File: src/rtl/vram_ctrl.sv
// vram_ctrl: CPU window into video RAM plus a hardware fill engine.
// The CPU window (io_addr[15:12]==4'h8) always wins over the fill engine;
// the engine stalls for one cycle whenever the CPU writes the window.
// Optional build macro VRAM_CTRL_IRQ_EN enables the sticky fill-complete flag
// (fill_irq / STATUS bit2); without it both read as 0.
module vram_ctrl #(
   parameter int AW = 11,
   parameter int DW = 8
) (
   input  logic          clk,
   input  logic          reset_n,
   input  logic [15:0]   io_addr,
   input  logic [15:0]   io_dout,
   input  logic          io_wr,
   input  logic          io_rd,
   output logic [15:0]   io_din,
   output logic          vram_we,
   output logic [AW-1:0] vram_waddr,
   output logic [DW-1:0] vram_wdata,
   output logic          fill_irq
);

   typedef enum logic {IDLE, FILL} state_t;

   localparam logic [AW:0] LEN_MAX = {1'b1, {AW{1'b0}}};

   state_t        state;
   logic [AW-1:0] faddr;
   logic [AW:0]   flen;
   logic [AW-1:0] ptr;
   logic [AW:0]   rem;
   logic [DW-1:0] value;
   logic          overrun;

   logic          win_wr;
   logic          faddr_wr;
   logic          flen_wr;
   logic          fgo_wr;
   logic          status_rd;
   logic [AW:0]   flen_in;
   logic          ovr_set;
   logic          busy;

   assign win_wr    = io_wr && (io_addr[15:12] == 4'h8);
   assign faddr_wr  = io_wr && (io_addr == 16'hF100);
   assign flen_wr   = io_wr && (io_addr == 16'hF101);
   assign fgo_wr    = io_wr && (io_addr == 16'hF102);
   assign status_rd = io_rd && (io_addr == 16'hF103);
   assign busy      = (state == FILL);
   assign ovr_set   = fgo_wr && (state == FILL);

   // Clamp fill length to a full sweep of the RAM
   always_comb begin
      flen_in = (AW+1)'(io_dout);
      if (32'(io_dout) > 32'(LEN_MAX))
         flen_in = LEN_MAX;
   end

`ifdef VRAM_CTRL_IRQ_EN
   logic irq_q;
   logic irq_set;

   // Fill completes either on the last engine write or on a zero-length start
   always_comb begin
      irq_set = 1'b0;
      if (state == IDLE && fgo_wr && flen == '0)
         irq_set = 1'b1;
      if (state == FILL && !win_wr && rem == (AW+1)'(1))
         irq_set = 1'b1;
   end

   // Sticky completion flag: set wins over a same-cycle STATUS read clear
   always_ff @(posedge clk or negedge reset_n) begin
      if (!reset_n)
         irq_q <= 1'b0;
      else if (irq_set)
         irq_q <= 1'b1;
      else if (status_rd)
         irq_q <= 1'b0;
   end

   assign fill_irq = irq_q;
`else
   assign fill_irq = 1'b0;
`endif

   // STATUS readback, combinational on the read strobe
   always_comb begin
      io_din = '0;
      if (status_rd)
         io_din = {13'h0000, fill_irq, overrun, busy};
   end

   // Register file, fill FSM and registered video RAM write port
   always_ff @(posedge clk or negedge reset_n) begin
      if (!reset_n) begin
         state      <= IDLE;
         faddr      <= '0;
         flen       <= '0;
         ptr        <= '0;
         rem        <= '0;
         value      <= '0;
         overrun    <= 1'b0;
         vram_we    <= 1'b0;
         vram_waddr <= '0;
         vram_wdata <= '0;
      end else begin
         vram_we <= 1'b0;
         if (faddr_wr)
            faddr <= AW'(io_dout);
         if (flen_wr)
            flen <= flen_in;

         if (ovr_set)
            overrun <= 1'b1;
         else if (status_rd)
            overrun <= 1'b0;

         if (win_wr) begin
            vram_we    <= 1'b1;
            vram_waddr <= AW'(io_addr);
            vram_wdata <= DW'(io_dout);
         end

         case (state)
            IDLE: begin
               if (fgo_wr && flen != '0) begin
                  value <= DW'(io_dout);
                  ptr   <= faddr;
                  rem   <= flen;
                  state <= FILL;
               end
            end
            FILL: begin
               // Engine only advances in cycles the CPU leaves the port free
               if (!win_wr) begin
                  vram_we    <= 1'b1;
                  vram_waddr <= ptr;
                  vram_wdata <= value;
                  ptr        <= ptr + AW'(1);
                  rem        <= rem - (AW+1)'(1);
                  if (rem == (AW+1)'(1))
                     state <= IDLE;
               end
            end
            default: state <= IDLE;
         endcase
      end
   end

endmodule

File: config.mk
export PLATFORM = sky130hd
export DESIGN_NAME = vram_ctrl
export DESIGN_NICKNAME = d
export VERILOG_FILES = /design/src/rtl/vram_ctrl.sv
export SDC_FILE = /design/constraint.sdc
export NUM_CORES = 1
export LEC_CHECK = 0
export ABC_AREA = 1
export CORE_UTILIZATION = 40
export DETAILED_ROUTE_END_ITERATION = 10
export GPL_TIMING_DRIVEN = 0
export PLACE_DENSITY = 0.68
export SLEW_MARGIN = 20
export SYNTH_ARGS = -nofsm -noshare
export SYNTH_HDL_FRONTEND = slang
export SYNTH_SLANG_ARGS = --single-unit
File: constraint.sdc
create_clock -name clk -period 1.7 [get_ports clk]
set_input_delay 0.425 -clock clk [delete_from_list [all_inputs] [get_ports clk]]
set_output_delay 0.425 -clock clk [all_outputs]
set_load 0.02 [all_outputs]
# ---- After elaboration in Yosys (flattened, before gate mapping)
# Cells that the tools add are included.
dict set report totals {
  output_inout_bits 37
  inputBits 36
  reg_bits 76
}
dict set report op_classes {
  add_sub_neg 2
  bitwise_logic 1
  eq_ne 8
  muxes 23
  reduce_logical 11
  n_lt_le_gt_ge 1
}
# op count
set op_table {}
lappend op_table {{16-bit == test (second input constant)} 4}
lappend op_table {{11-bit two-way mux} 5}
lappend op_table {{12-bit two-way mux} 3}
lappend op_table {{8-bit two-way mux} 3}
lappend op_table {{12-bit case mux with 2 select lines} 1}
lappend op_table {{11-bit case mux with 2 select lines} 1}
lappend op_table {{16-bit by 12-bit > comparator with 1-bit output (second input constant)} 1}
lappend op_table {{12-bit by 1-bit == test with 1-bit output (second input constant)} 1}
lappend op_table {{12-bit nonzero test} 1}
lappend op_table {{12-bit by 1-bit subtractor with 12-bit output (second input constant)} 1}
lappend op_table {{11-bit by 1-bit adder with 11-bit output (second input constant)} 1}
lappend op_table {{1-bit two-way mux} 8}
lappend op_table {{1-bit logical AND} 7}
lappend op_table {{4-bit == test (second input constant)} 1}
lappend op_table {{2-bit != test (second input constant)} 2}
lappend op_table {{2-bit AND reduction} 2}
lappend op_table {{2-bit two-way mux} 1}
lappend op_table {{1-bit case mux with 2 select lines} 1}
lappend op_table {{2-bit nonzero test} 1}
lappend op_table {{1-bit NOT} 1}

# ---- Logic depth before layout (Yosys ltp)
dict set report logic_depth {
  word_depth 5
  ltp_mapped 11
}

# ---- Worst setup path after synthesis
# OpenSTA, ideal clock, no wires.
dict set report synth_timing {
  kind {input to output}
  from {in io_addr[14]}
  to {out io_din[0]}
  arrival_ps 1236
  setup_slack_ps 39
  cell_stages 6
  required_time_ps 1275
  n_path_buf 0
  path_cell_list {nand2_1 -> nor2_1 -> nand3_1 -> inv_1 -> nand4_1 -> nor2_1}
}
dict set report synth_between {
  elab_chain_cells 3
}
# item line_no
set synth_rtl {}
lappend synth_rtl {{start, declared} 12} ;# input logic [15:0] io_addr,
lappend synth_rtl {{16-bit == test} 48} ;# assign status_rd = io_rd && (io_addr == 16'hF103);
lappend synth_rtl {{1-bit logical AND} 48}
lappend synth_rtl {{2-bit two-way mux} 90} ;# if (status_rd)
lappend synth_rtl {{end, declared} 16} ;# output logic [15:0] io_din,
# Every way passes these cells.

# ---- Final worst setup path
dict set report layout_timing {
  from {in io_addr[10]}
  to {out io_din[1]}
}
# Same word-level chain as after synthesis.

==> results by group <==
Finish
  – Antenna cells: 0
  – Finished Layout Cells: 821
  – Layout cell share with drive strength beyond 1: 21.0%
  – FILL cells: 984
  – Nets: 719
  – Most common cell after layout, fill and taps aside: nand2_1
  – Area Growth Syn to Fin: 32.9%
  – Most frequent cells in the layout: 163 x nand2_1, 87 x nand3_1, 76 x dfrtp_1, 47 x buf_4, 43 x inv_1

Floorplan
  – Starting density of the core: 40.9%
  – Die area: 0.0109 mm^2
  – Chip Width: 105 um
  – Placeable Area: 0.0103 mm^2
  – Die Y: 105 um
  – IO Pins: 73
  – Rows: 37

Pwr
  – Pwr dens: 762 mW/mm^2
  – Combinational share of power: 19.4%
  – Worst VDD drop: 0.000795 V
  – Flop pwr share: 46.3%
  – Final Total Pwr: 4.26 mW
  – Leakage power: 2.90 nW
  – Switch Pwr: 1.31 mW
  – Power share of the clock group: 34.3%
  – Switching Fraction: 30.8%
  – Internal: 2.95 mW

Logic synthesis
  – Post-synth top flop: dfrtp_1
  – Syn Area/Cell: 7.41 um^2
  – Synth unique cells: 32
  – Post-synth EDFFs: 0
  – Mapped Cells: 568
  – Async S/R FF share, synth: 100%
  – Mapped Area: 0.00421 mm^2
  – Count of state elements after synthesis: 76
  – Yosys warning count: 0
  – Sequential area share after synthesis: 45.2%

CTS
  – Later-pin clock latency in the skew report: 360 ps
  – Max Buffers Root-to-Sink: 2
  – CTS sink count: 76
  – Clock tree from TritonCTS: built
  – Htree depth: 3
  – Reg clk slew, reported paths: 90 ps
  – Hold_buf cts: 0
  – Clock Tree Root: clkbuf_8
  – CTS Buf Count: 9

Global route
  – GR peak layer: met2
  – Tot GR Track Use: 22.8%
  – Largest net degree at the start of global routing: 40
  – Global-route wire length before repair: 19.5 mm
  – Total gr overflow: 0
  – Met3 Use GR: 3.24%
  – Vias in the first global route: 3,984
  – Initial antenna violation count: 0
  – Met1 global-route usage: 30.0%
  – Met2 usage: 37.9%

STA
  – Fin crit period: 1800 ps
  – Final Max Tran Viols: 0
  – Setup WS post-layout: -98.3 ps
  – RSZ-0062 raised after global routing: yes
  – Max Clk Rate: 556 MHz
  – Layout Skew: 17.2 ps
  – Least-Margin Pin Slew: 609 ps
  – Setup violators final: 4
  – Slew headroom: 59.4%
  – Final hold vios: 0
  – Tcrit/Tclk final: 106%

Place
  – Post-DP HPWL: 8.50 mm
  – Placed cells: 776
  – Port Buffers: 57
  – Final GP Congestion: 0.887

Worst setup path
  – Reg2reg setup slack: 110 ps
  – Reg2reg start: ptr[1]
  – Reg-to-Reg End: ptr[4]
  – Crit path capture type: output port
  – Max Fanout on Critical Path: 3
  – Worst EP required: 1270 ps
  – Worst R2R Path Depth: 6
  – Startpoint Class: primary input
  – Arr. time, crit path: 1370 ps
  – Critical setup path kind: primary input to output port
  – Crit path from: io_addr[10]

Detailed routing
  – WL/cell: 15.3 um
  – Drt total wl: 12.5 mm
  – DRC: 0
  – Via Count: 4,309
  – DR vias/cell: 5.25
  – Routed Antenna Nets: 0
  – DRT iter0 DRCs: 415
  – DR pass1 iterations: 5

Run status
  – Failing checks: negative setup slack
  – Status: finished, violations left

Flow run
  – Max-cap violations: 0

Min path
  – HP Class: primary input to asynchronous set/reset pin
-- stage by stage --
stage	setup WS [ps]	hold slack, ps	instance area (um^2)	util [%]	TNS (ps)
final	-98.3	9.10	5590	54.4	-212
after detailed placement	-960	427	5020	48.8	-26070
after CTS	0.725	34.2	5410	52.6	0
after floorplan	38.9	129	4260	-	0
after global routing	-120	51.7	5590	54.4	-465
after global placement	-2470	459	5000	48.6	-211050
-- per-layer routing --
| layer | vias up | share of wire, % |
|---|---|---|
| met1 | 2076 | 43 |
| met3 | 30 | 5.9 |
| met5 | - | 0 |
| li1 | 2047 | - |
| met4 | 0 | 2.5 |
| met2 | 156 | 48 |
-- power by group through the flow --
| stage | registers (mW) | clock network [mW] | logic (mW) |
|---|---|---|---|
| after global routing | 1.98 | 1.55 | 0.898 |
| after floorplan | 2.09 | 0 | 0.355 |
| after detailed placement | 2.01 | 0 | 0.807 |
| after CTS | 1.97 | 1.47 | 0.793 |
| final | 1.97 | 1.46 | 0.827 |
| after global placement | 2.01 | 0 | 0.788 |
-- how the worst max path moves through the flow --
stage	to	cells after the start
2_1_floorplan	io_din[0]	6
3_3_place_gp	flen[7]	1
3_5_place_dp	io_din[0]	8
4_1_cts	io_din[0]	5
5_1_grt	io_din[1]	8
6_report	io_din[1]	7
-- critical path, cell delays in order --
cell	delay [ps]
buf_4	130
nor2_4	120
nand3_2	120
inv_2	80
nand4_1	190
nor2_1	150
buf_4	150
-- sequential cells by signal, indices dropped and copies added (netlist names) --
name / flops
vram_wdata: 8
rem: 12
vram_waddr: 11
faddr: 11
overrun: 1
value: 8
flen: 12
ptr: 11
busy: 1
vram_we: 1
-- timing repair --
action / CTS / global route
gates resized for setup: 116 / 42
setup endpoints to repair: 27 / 45
pin swaps: 13 / 16
setup buffers: 24 / 3
gates cloned: 0 / 2
-- Yosys cell counts, types with 2 or more instances --
cell,count,area (um^2)
nor2_4,2,22.5
o21ai_1,20,100
o21ai_0,16,80.1
buf_6,3,33.8
buf_1,4,15.0
nand4_1,9,56.3
o211ai_1,13,97.6
nand2_1,176,661
clkbuf_1,6,22.5
inv_2,5,18.8
nand2_2,2,12.5
inv_1,49,184
nor2_2,2,12.5
o221ai_1,6,52.6
ha_1,3,37.5
nor2_1,42,158
buf_4,15,113
a21oi_1,2,10.0
buf_2,14,70.1
dfrtp_1,76,1900
nor3_1,3,15.0
or2_2,3,18.8
nand3_1,88,440
-- cells by family (layout without fill, tap and decap cells) --
family / Yosys count / in the layout / share of synthesized area, %
adder cells (fa/ha/maj): 3 / 3 / 0.892
AO/OA/AOI/OAI: 59 / 59 / 8.45
buffers and inverters: 96 / 199 / 10.9
XOR/XNOR: 2 / 2 / 0.416
flip-flops: 76 / 76 / 45.2
AND/OR/NAND/NOR: 331 / 331 / 34.1
other: 1 / 15 / 0.0891
-- layout make-up --
class / instances / area [um^2] / share of cell area [%]
multi-input combinational: 410 / 2010 / 35.9
inverter: 54 / 210 / 3.76
timing repair buffer: 87 / 793 / 14.2
tap: 136 / 170 / 3.04
buffer: 42 / 299 / 5.35
clock inverter: 7 / 82.6 / 1.48
clock buffer: 9 / 124 / 2.22
sequential: 76 / 1900 / 34.0
No activity file was read; power rests on OpenSTA's default activity.
